$ cat src/rtl/pipelined_control_unit_if.sv
// ID/EX control-bundle interface for pipelined_control_unit.
// The master drives the ID-stage fields and flush. The slave (the control
// unit) drives the stall, the registered EX bundle and the status outputs.
interface pipelined_control_unit_if #(
  parameter int OPCODE_W    = 6,
  parameter int REG_ADDR_W  = 5,
  parameter int ALU_OP_W    = 2,
  parameter int STALL_CNT_W = 16
);
  logic                   id_valid;
  logic [OPCODE_W-1:0]    id_opcode;
  logic [REG_ADDR_W-1:0]  id_rs;
  logic [REG_ADDR_W-1:0]  id_rt;
  logic [REG_ADDR_W-1:0]  id_rd;
  logic                   flush;
  logic                   stall;
  logic                   ex_valid;
  logic                   ex_reg_dst;
  logic                   ex_branch;
  logic                   ex_branch_ne;
  logic                   ex_jump;
  logic                   ex_mem_read;
  logic                   ex_mem_to_reg;
  logic                   ex_mem_write;
  logic                   ex_alu_src;
  logic                   ex_reg_write;
  logic [ALU_OP_W-1:0]    ex_alu_op;
  logic [REG_ADDR_W-1:0]  ex_wr_addr;
  logic                   illegal_op;
  logic [STALL_CNT_W-1:0] stall_count;

  modport master (
    output id_valid, id_opcode, id_rs, id_rt, id_rd, flush,
    input  stall, ex_valid, ex_reg_dst, ex_branch, ex_branch_ne, ex_jump,
           ex_mem_read, ex_mem_to_reg, ex_mem_write, ex_alu_src, ex_reg_write,
           ex_alu_op, ex_wr_addr, illegal_op, stall_count
  );

  modport slave (
    input  id_valid, id_opcode, id_rs, id_rt, id_rd, flush,
    output stall, ex_valid, ex_reg_dst, ex_branch, ex_branch_ne, ex_jump,
           ex_mem_read, ex_mem_to_reg, ex_mem_write, ex_alu_src, ex_reg_write,
           ex_alu_op, ex_wr_addr, illegal_op, stall_count
  );
endinterface

$ cat src/rtl/pipelined_control_unit.sv
// Decode-stage control unit with a registered ID/EX control bundle.
// It detects load-use hazards, inserts bubbles on flush and illegal
// opcodes, and keeps a sticky illegal flag and a saturating stall counter.
// Optional feature macro: CTRL_HAZARD_DETECT_EN (load-use stall detection).
// When the macro is undefined, stall is constant 0.
module pipelined_control_unit #(
  parameter int OPCODE_W    = 6,
  parameter int REG_ADDR_W  = 5,
  parameter int ALU_OP_W    = 2,
  parameter int STALL_CNT_W = 16
) (
  input  logic                    clk,
  input  logic                    reset,
  pipelined_control_unit_if.slave bus
);

  localparam logic [OPCODE_W-1:0] OP_RTYPE = OPCODE_W'(0);
  localparam logic [OPCODE_W-1:0] OP_LW    = OPCODE_W'(1);
  localparam logic [OPCODE_W-1:0] OP_SW    = OPCODE_W'(2);
  localparam logic [OPCODE_W-1:0] OP_BEQ   = OPCODE_W'(3);
  localparam logic [OPCODE_W-1:0] OP_ADDI  = OPCODE_W'(4);
  localparam logic [OPCODE_W-1:0] OP_BNE   = OPCODE_W'(5);
  localparam logic [OPCODE_W-1:0] OP_J     = OPCODE_W'(6);

  logic                  w_reg_dst;
  logic                  w_branch;
  logic                  w_branch_ne;
  logic                  w_jump;
  logic                  w_mem_read;
  logic                  w_mem_to_reg;
  logic                  w_mem_write;
  logic                  w_alu_src;
  logic                  w_reg_write;
  logic [ALU_OP_W-1:0]   w_alu_op;
  logic                  w_uses_rt;
  logic                  w_illegal;
  logic                  w_hazard;
  logic                  w_stall;
  logic                  w_load;
  logic [REG_ADDR_W-1:0] r_ex_rt;

  // Decode the ID opcode into datapath controls.
  always_comb begin
    w_reg_dst    = 1'b0;
    w_branch     = 1'b0;
    w_branch_ne  = 1'b0;
    w_jump       = 1'b0;
    w_mem_read   = 1'b0;
    w_mem_to_reg = 1'b0;
    w_mem_write  = 1'b0;
    w_alu_src    = 1'b0;
    w_reg_write  = 1'b0;
    w_alu_op     = '0;
    w_uses_rt    = 1'b0;
    w_illegal    = 1'b0;
    case (bus.id_opcode)
      OP_RTYPE: begin
        w_reg_dst   = 1'b1;
        w_reg_write = 1'b1;
        w_alu_op    = ALU_OP_W'(2'b10);
        w_uses_rt   = 1'b1;
      end
      OP_LW: begin
        w_mem_read   = 1'b1;
        w_mem_to_reg = 1'b1;
        w_alu_src    = 1'b1;
        w_reg_write  = 1'b1;
      end
      OP_SW: begin
        w_mem_write = 1'b1;
        w_alu_src   = 1'b1;
        w_uses_rt   = 1'b1;
      end
      OP_BEQ: begin
        w_branch  = 1'b1;
        w_alu_op  = ALU_OP_W'(2'b01);
        w_uses_rt = 1'b1;
      end
      OP_ADDI: begin
        w_alu_src   = 1'b1;
        w_reg_write = 1'b1;
      end
      OP_BNE: begin
        w_branch    = 1'b1;
        w_branch_ne = 1'b1;
        w_alu_op    = ALU_OP_W'(2'b01);
        w_uses_rt   = 1'b1;
      end
      OP_J: begin
        w_jump = 1'b1;
      end
      default: w_illegal = 1'b1;
    endcase
  end

`ifdef CTRL_HAZARD_DETECT_EN
  // Load-use hazard: the load in EX writes a register that the ID instruction reads.
  assign w_hazard = bus.id_valid & bus.ex_valid & bus.ex_mem_read &
                    (r_ex_rt != '0) &
                    ((r_ex_rt == bus.id_rs) | (w_uses_rt & (r_ex_rt == bus.id_rt)));
`else
  // Detection is disabled. The operands are still referenced so that the
  // captured rt stays a read signal, but the value is constant 0.
  assign w_hazard = 1'b0 & (|{r_ex_rt, bus.id_rs, bus.id_rt, w_uses_rt});
`endif

  assign w_stall   = w_hazard & ~bus.flush;
  assign bus.stall = w_stall;

  // Reset, flush, stall, an illegal opcode and an idle ID stage all load the
  // same all-zero bubble, so they collapse into one "not a load" condition.
  assign w_load = bus.id_valid & ~bus.flush & ~w_stall & ~w_illegal;

  // Register the ID/EX control bundle.
  always_ff @(posedge clk) begin
    if (reset || !w_load) begin
      bus.ex_valid      <= 1'b0;
      bus.ex_reg_dst    <= 1'b0;
      bus.ex_branch     <= 1'b0;
      bus.ex_branch_ne  <= 1'b0;
      bus.ex_jump       <= 1'b0;
      bus.ex_mem_read   <= 1'b0;
      bus.ex_mem_to_reg <= 1'b0;
      bus.ex_mem_write  <= 1'b0;
      bus.ex_alu_src    <= 1'b0;
      bus.ex_reg_write  <= 1'b0;
      bus.ex_alu_op     <= '0;
      bus.ex_wr_addr    <= '0;
      r_ex_rt           <= '0;
    end else begin
      bus.ex_valid      <= 1'b1;
      bus.ex_reg_dst    <= w_reg_dst;
      bus.ex_branch     <= w_branch;
      bus.ex_branch_ne  <= w_branch_ne;
      bus.ex_jump       <= w_jump;
      bus.ex_mem_read   <= w_mem_read;
      bus.ex_mem_to_reg <= w_mem_to_reg;
      bus.ex_mem_write  <= w_mem_write;
      bus.ex_alu_src    <= w_alu_src;
      bus.ex_reg_write  <= w_reg_write;
      bus.ex_alu_op     <= w_alu_op;
      bus.ex_wr_addr    <= w_reg_dst ? bus.id_rd : bus.id_rt;
      r_ex_rt           <= bus.id_rt;
    end
  end

  // Sticky illegal-opcode flag, set only when the bad opcode is actually consumed.
  always_ff @(posedge clk) begin
    if (reset) begin
      bus.illegal_op <= 1'b0;
    end else if (bus.id_valid && w_illegal && !bus.flush && !w_stall) begin
      bus.illegal_op <= 1'b1;
    end
  end

  // Saturating count of stall cycles.
  always_ff @(posedge clk) begin
    if (reset) begin
      bus.stall_count <= '0;
    end else if (w_stall && (bus.stall_count != '1)) begin
      bus.stall_count <= bus.stall_count + STALL_CNT_W'(1);
    end
  end

endmodule

$ cat src/flat_wrapper.sv
// flat-port wrapper written by rule: the top's interface ports become plain ports
module pipelined_control_unit_flat 
#(
  parameter int OPCODE_W    = 6,
  parameter int REG_ADDR_W  = 5,
  parameter int ALU_OP_W    = 2,
  parameter int STALL_CNT_W = 16
)
  (clk, reset, bus_id_valid, bus_id_opcode, bus_id_rs, bus_id_rt, bus_id_rd, bus_flush, bus_stall, bus_ex_valid, bus_ex_reg_dst, bus_ex_branch, bus_ex_branch_ne, bus_ex_jump, bus_ex_mem_read, bus_ex_mem_to_reg, bus_ex_mem_write, bus_ex_alu_src, bus_ex_reg_write, bus_ex_alu_op, bus_ex_wr_addr, bus_illegal_op, bus_stall_count);
  pipelined_control_unit_if #(.OPCODE_W(OPCODE_W), .REG_ADDR_W(REG_ADDR_W), .ALU_OP_W(ALU_OP_W), .STALL_CNT_W(STALL_CNT_W)) bus_i ();
  input  logic clk;
  input  logic reset;
  input wire logic [$bits(bus_i.id_valid)-1:0] bus_id_valid;
  input wire logic [$bits(bus_i.id_opcode)-1:0] bus_id_opcode;
  input wire logic [$bits(bus_i.id_rs)-1:0] bus_id_rs;
  input wire logic [$bits(bus_i.id_rt)-1:0] bus_id_rt;
  input wire logic [$bits(bus_i.id_rd)-1:0] bus_id_rd;
  input wire logic [$bits(bus_i.flush)-1:0] bus_flush;
  output wire logic [$bits(bus_i.stall)-1:0] bus_stall;
  output wire logic [$bits(bus_i.ex_valid)-1:0] bus_ex_valid;
  output wire logic [$bits(bus_i.ex_reg_dst)-1:0] bus_ex_reg_dst;
  output wire logic [$bits(bus_i.ex_branch)-1:0] bus_ex_branch;
  output wire logic [$bits(bus_i.ex_branch_ne)-1:0] bus_ex_branch_ne;
  output wire logic [$bits(bus_i.ex_jump)-1:0] bus_ex_jump;
  output wire logic [$bits(bus_i.ex_mem_read)-1:0] bus_ex_mem_read;
  output wire logic [$bits(bus_i.ex_mem_to_reg)-1:0] bus_ex_mem_to_reg;
  output wire logic [$bits(bus_i.ex_mem_write)-1:0] bus_ex_mem_write;
  output wire logic [$bits(bus_i.ex_alu_src)-1:0] bus_ex_alu_src;
  output wire logic [$bits(bus_i.ex_reg_write)-1:0] bus_ex_reg_write;
  output wire logic [$bits(bus_i.ex_alu_op)-1:0] bus_ex_alu_op;
  output wire logic [$bits(bus_i.ex_wr_addr)-1:0] bus_ex_wr_addr;
  output wire logic [$bits(bus_i.illegal_op)-1:0] bus_illegal_op;
  output wire logic [$bits(bus_i.stall_count)-1:0] bus_stall_count;
  assign bus_i.id_valid = bus_id_valid;
  assign bus_i.id_opcode = bus_id_opcode;
  assign bus_i.id_rs = bus_id_rs;
  assign bus_i.id_rt = bus_id_rt;
  assign bus_i.id_rd = bus_id_rd;
  assign bus_i.flush = bus_flush;
  assign bus_stall = bus_i.stall;
  assign bus_ex_valid = bus_i.ex_valid;
  assign bus_ex_reg_dst = bus_i.ex_reg_dst;
  assign bus_ex_branch = bus_i.ex_branch;
  assign bus_ex_branch_ne = bus_i.ex_branch_ne;
  assign bus_ex_jump = bus_i.ex_jump;
  assign bus_ex_mem_read = bus_i.ex_mem_read;
  assign bus_ex_mem_to_reg = bus_i.ex_mem_to_reg;
  assign bus_ex_mem_write = bus_i.ex_mem_write;
  assign bus_ex_alu_src = bus_i.ex_alu_src;
  assign bus_ex_reg_write = bus_i.ex_reg_write;
  assign bus_ex_alu_op = bus_i.ex_alu_op;
  assign bus_ex_wr_addr = bus_i.ex_wr_addr;
  assign bus_illegal_op = bus_i.illegal_op;
  assign bus_stall_count = bus_i.stall_count;
  pipelined_control_unit #(.OPCODE_W(OPCODE_W), .REG_ADDR_W(REG_ADDR_W), .ALU_OP_W(ALU_OP_W), .STALL_CNT_W(STALL_CNT_W)) u_core (.clk(clk), .reset(reset), .bus(bus_i));
endmodule
$ cat config.mk
export PLATFORM = sky130hd
export DESIGN_NAME = pipelined_control_unit_flat
export DESIGN_NICKNAME = d
export VERILOG_FILES = /design/src/rtl/pipelined_control_unit_if.sv /design/src/rtl/pipelined_control_unit.sv /design/src/flat_wrapper.sv
export SDC_FILE = /design/constraint.sdc
export NUM_CORES = 1
export LEC_CHECK = 0
export CELL_PAD_IN_SITES_DETAIL_PLACEMENT = 0
export CELL_PAD_IN_SITES_GLOBAL_PLACEMENT = 1
export CORE_MARGIN = 4
export CORE_UTILIZATION = 23
export CTS_CLUSTER_SIZE = 16
export DETAILED_ROUTE_END_ITERATION = 12
export GPL_TIMING_DRIVEN = 1
export PLACE_DENSITY_LB_ADDON = 0.1
export SYNTH_ARGS = -nofsm -noshare
export SYNTH_HDL_FRONTEND = slang
export SYNTH_SLANG_ARGS = --single-unit
export TNS_END_PERCENT = 10
$ cat constraint.sdc
create_clock -name clk -period 2.36 [get_ports clk]
set_input_delay 0.354 -clock clk [delete_from_list [all_inputs] [get_ports clk]]
set_output_delay 0.354 -clock clk [all_outputs]
set_load 0.1 [all_outputs]
Word level (Yosys, flattened, before mapping)
Index checks and enable logic that the tools add are counted.

storage, ports and cells
  register bits = 17
  bits in latches = 0
  bits in writable memories = 0
  memory bits (read-only) = 0
  bits of input ports = 25
  output and inout bits = 35
  logic and storage cells = 43
  memories = 0

operators by class
  add/sub/neg operators = 0
  multipliers = 0
  div/mod/pow operators = 0
  order comparisons = 0
  equal/unequal tests = 6
  shift-type cells = 0
  multiplexer cells = 12
  bitwise operators = 3
  reduce and logical (&&, ||, !) cells = 10

operators by type and width
  cell                                                                   count
  6-bit by 3-bit equality test with 1-bit output, second input constant  3
  6-bit by 2-bit equality test with 1-bit output, second input constant  2
  1-bit 2-to-1 mux                                                       10
  7-bit OR reduction                                                     1
  6-bit by 1-bit equality test with 1-bit output, second input constant  1
  6-bit logical NOT                                                      1
  3-bit OR reduction                                                     2
  5-bit 2-to-1 mux                                                       1
  2-bit case mux with 2 select lines                                     1
  1-bit AND                                                              2
  1-bit logical AND                                                      2
  1-bit logical NOT                                                      2
  2-bit OR reduction                                                     1
  1-bit logical OR                                                       1
  1-bit NOT                                                              1

Logic depth before layout (Yosys ltp)
  word-level depth = 6
  gate-level depth with buffers = 4
  gate-level depth less buffers = 3

Worst setup path before layout
Ideal clock, no wire load.

  path kind = register to output
  start = register u_core.bus.ex_branch (netlist name)
  end = output port bus_ex_alu_op[0]
  arrival = 1.356 ns
  data required time = 2.006 ns
  path slack = 0.650 ns
  stages on the path, launching flop included = 2
  path buffers = 1
  path through = dfxtp_1 > buf_4

RTL lines
  what       line                source
  to (decl)  flat_wrapper.sv:30  output wire logic [$bits(bus_i.ex_alu_op)-1:0] bus_ex_alu_op;

Final worst setup path
  start = input port bus_id_opcode[2]
  end = register u_core.bus.ex_wr_addr[3] (netlist bit)

on the way
  word-level cells in the longest chain between the ends = 5
  elaborated cells on any way between the ends = 13
  those cells by class = eq/ne: 6; mux: 2; bitwise: 1; reduce/logical: 4

RTL lines
  what                                                                          line                             source
  from (decl)                                                                   flat_wrapper.sv:14               input wire logic [$bits(bus_i.id_opcode)-1:0] bus_id_opcode;
  6-bit by 1-bit equality test with 1-bit output, or another cell as far along  pipelined_control_unit.sv:56     case (bus.id_opcode)
  7-bit OR reduction (no source line)                                           -
  1-bit AND                                                                     pipelined_control_unit.sv:112    assign w_load = bus.id_valid & ~bus.flush & ~w_stall & ~w_illegal;
  1-bit logical NOT                                                             pipelined_control_unit.sv:116    if (reset || !w_load) begin
  1-bit logical OR                                                              pipelined_control_unit.sv:116
  to (signal assigned)                                                          pipelined_control_unit.sv:142    bus.ex_wr_addr <= w_reg_dst ? bus.id_rd : bus.id_rt;
  to (decl)                                                                     pipelined_control_unit_if.sv:43  ex_alu_op, ex_wr_addr, illegal_op, stall_count

Several ways; a longest one is shown, not always the timed one.
A chain may end at the register's enable or synchronous reset.

==> impl_metrics.ini <==
[outcome]
status = complete, no violations

[global_routing]
grt_util_met1_pct = 8.24
met2_usage_pct = 13.0
grt_pass1_vias = 520
number_of_antenna_violations_at_the_first_check_in_global_routing = 0
grt_start_max_net_pins = 10
grt.overflow.total = 0
grt_use_met3_pct = 2.25
grt_first_pass_wirelength_um = 2420
grtUsageTotal_pct = 7.74
busiest_layer = met2

[timing]
unrepaired_setup_endpoints_after_global_routing = false
final.setup_skew_ns = 0
final-max-slew-violation-count = 0
final_period_minus_worst_setup_slack_ns = 1.52
number_of_hold_violations_in_the_final_report = 0
finalSetupViolCount = 0
totalNegativeSetupSlack_ns = 0
max_freq_mhz = 657
fin_crit_sh_pct = 64.5

[floorplanning]
design.die.area_um2 = 4170
core_region_area_um2 = 3050
die-width_um = 64.6
initial_cell_density_of_the_core_pct = 24.1
die_height_um = 64.6
num_io_pins = 60
fp-row-count = 20

[min_path]
hold_start = u_core.bus.illegal_op$_SDFFE_PP0P_
hold-path-cell-count = 1
worst_hold_path_type = reg2reg
hold_end = u_core.bus.illegal_op$_SDFFE_PP0P_

[drt]
routed_via_count = 546
detail_route.iter0.violations = 17
detail_route.wirelength_um = 1510
drt_drc_violations_left = 0
wire_per_inst_um = 9.83
detail_route_antenna_nets = 0
drt-pass1-iter-count = 2
route.detailed.vias_per_inst = 3.55

[synthesis]
yosys.cell_types.count = 22
synthesis_warning_total = 0
yosysSeqAreaShare_pct = 43.5
post_synth_inst_count = 75
syn-cell-area_um2 = 736
postSynthRegisterBits = 16
postSynthAreaPerCell_um2 = 9.81

[power]
seq_power_share_pct = 44.7
power.share.switching_pct = 38.9
internal_power_mw = 0.373
irDropWorstVdd_uv = 158
p_sw_mw = 0.238
comb_power_share_pct = 32.6
power.density_cell_area_nw_per_um2 = 589
p_leak_nw = 0.460
total_power_mw = 0.611
clockPowerShare_pct = 22.6

[setup_path]
critPathSlowestCell = sky130_fd_sc_hd__clkdlybuf4s50_1
required_ns = 2.52
kind_of_start_point_of_the_critical_path = primary input
ff2ff_path_depth = 1
critPathCaptureType = flop
crit-reg2reg-capture = u_core.bus.illegal_op$_SDFFE_PP0P_
regToRegSetupSlack_ns = 1.75
gate_family_responsible_for_the_most_delay_along_the_worst_path = buffers and inverters
cp.arrival_ns = 1.68
worst-path-buf-inv = 1
crit_path_max_incr_delay_ns = 0.60
worstReg2RegStart = u_core.bus.illegal_op$_SDFFE_PP0P_
path_class = in2reg
path_cells = clkdlybuf4s50_1 > nor3_4 > mux2i_1 > nor2_1
crit_fanout = 9
worst-path-stages = 4

[final_layout]
area.growth.synth_to_final_pct = 40.8
most-common-layout-cells = sky130_fd_sc_hd__clkdlybuf4s50_1 (19), sky130_fd_sc_hd__buf_4 (19), sky130_fd_sc_hd__conb_1 (17), sky130_fd_sc_hd__dfxtp_1 (16), sky130_fd_sc_hd__nor2_1 (8)
largest-register = u_core.bus.ex_wr_addr
post_route_cells_drive_above_1_share_pct = 23.6
finalNetCount = 137
postLayoutCellArea_um2 = 1040
largest_reg_flops = 5
insertedDiodeCount = 0

[clock_tree]
tritoncts = done
cts_htree_levels = 1
cts.sink_count = 16
cts.hold.buffers_added = 0
insertion_delay_ns = 0.27
clockBufferDepth = 2
clock_tree.root_cell = sky130_fd_sc_hd__clkbuf_4
clkSlewWorstSetupHoldPaths_ns = 0.09
cts_buffer_count = 3
cts_setup_buffers = 0
cts_resized = 0

[flow_run]
maxCapViolCount = 0

[placement]
place.port_buffers = 37
detailed_place.area_um2 = 1010
gp_congestion = 0.686
==> power groups by stage <==
stage / Clock [mW] / Sequential [mW] / Combinational, mW
2_1_floorplan: 0 / 0.297 / 0.166
3_3_place_gp: 0 / 0.279 / 0.198
3_5_place_dp: 0 / 0.280 / 0.199
4_1_cts: 0.146 / 0.273 / 0.200
5_1_grt: 0.160 / 0.274 / 0.207
6_report: 0.138 / 0.273 / 0.199
==> worst max-delay path by stage <==
stage	from	endpoint	slack, ns
floorplan	u_core.bus.ex_branch$_SDFF_PP0_	bus_ex_alu_op[0]	0.65
global placement	bus_id_opcode[0]	u_core.bus.ex_wr_addr[2]$_SDFF_PP0_	0.52
detailed placement	bus_id_opcode[0]	u_core.bus.ex_wr_addr[3]$_SDFF_PP0_	0.49
CTS	bus_id_opcode[0]	u_core.bus.ex_wr_addr[3]$_SDFF_PP0_	0.81
global route	bus_id_opcode[0]	u_core.bus.ex_wr_addr[3]$_SDFF_PP0_	0.69
finish	bus_id_opcode[2]	u_core.bus.ex_wr_addr[3]$_SDFF_PP0_	0.84
==> per-layer routing <==
metal,up-vias,part of all wire [%]
met3,2,11
met2,30,49
met1,235,38
met5,-,0
met4,0,1.5
li1,279,-
==> cell type report <==
class,count,area (um^2)
sequential,16,320
clock buffer,3,22.5
tap,44,55.1
timing repair buffer,38,333
multi-input combinational,51,298
fill,345,2020
inverter,2,7.51
==> stage by stage <==
step	hold WS [ns]	instances	utilization (%)	setup WS [ns]
6_report	0.492	154	33.9	0.838
5_1_grt	0.548	154	33.9	0.689
4_1_cts	0.499	154	33.9	0.812
3_5_place_dp	0.477	151	33.2	0.492
3_3_place_gp	0.467	151	33.2	0.522
2_1_floorplan	0.498	91	-	0.650
==> synth_stat cells <==
cell type	number	share of area [%]
sky130_fd_sc_hd__buf_4	19	19
sky130_fd_sc_hd__nor3b_2	1	1.7
sky130_fd_sc_hd__mux2i_1	5	6.8
sky130_fd_sc_hd__nor2_1	8	4.1
sky130_fd_sc_hd__nor4b_1	2	2.4
sky130_fd_sc_hd__and4b_2	1	1.5
sky130_fd_sc_hd__xor2_1	2	2.4
sky130_fd_sc_hd__and3_1	1	0.85
sky130_fd_sc_hd__buf_2	1	0.68
sky130_fd_sc_hd__nand3_1	2	1.4
sky130_fd_sc_hd__nor3_2	1	1.4
sky130_fd_sc_hd__a22o_1	1	1.2
sky130_fd_sc_hd__inv_1	2	1.0
sky130_fd_sc_hd__nor3_4	1	2.2
sky130_fd_sc_hd__dfxtp_1	16	44
sky130_fd_sc_hd__nor3b_1	1	1.0
sky130_fd_sc_hd__o21ai_0	2	1.4
sky130_fd_sc_hd__and2_1	1	0.85
sky130_fd_sc_hd__nor3_1	1	0.68
sky130_fd_sc_hd__conb_1	1	0.51
sky130_fd_sc_hd__buf_6	2	3.1
sky130_fd_sc_hd__nand2_1	4	2.0
==> cell families after synthesis <==
family	after synthesis	synth area share [%]
simple gates	24	20.1
other cells	1	0.510
compound gates	3	2.55
buf+inv	24	24.1
mux	5	6.80
xor+xnor	2	2.38
flops	16	43.5
No activity file was read; power rests on OpenSTA's default activity.
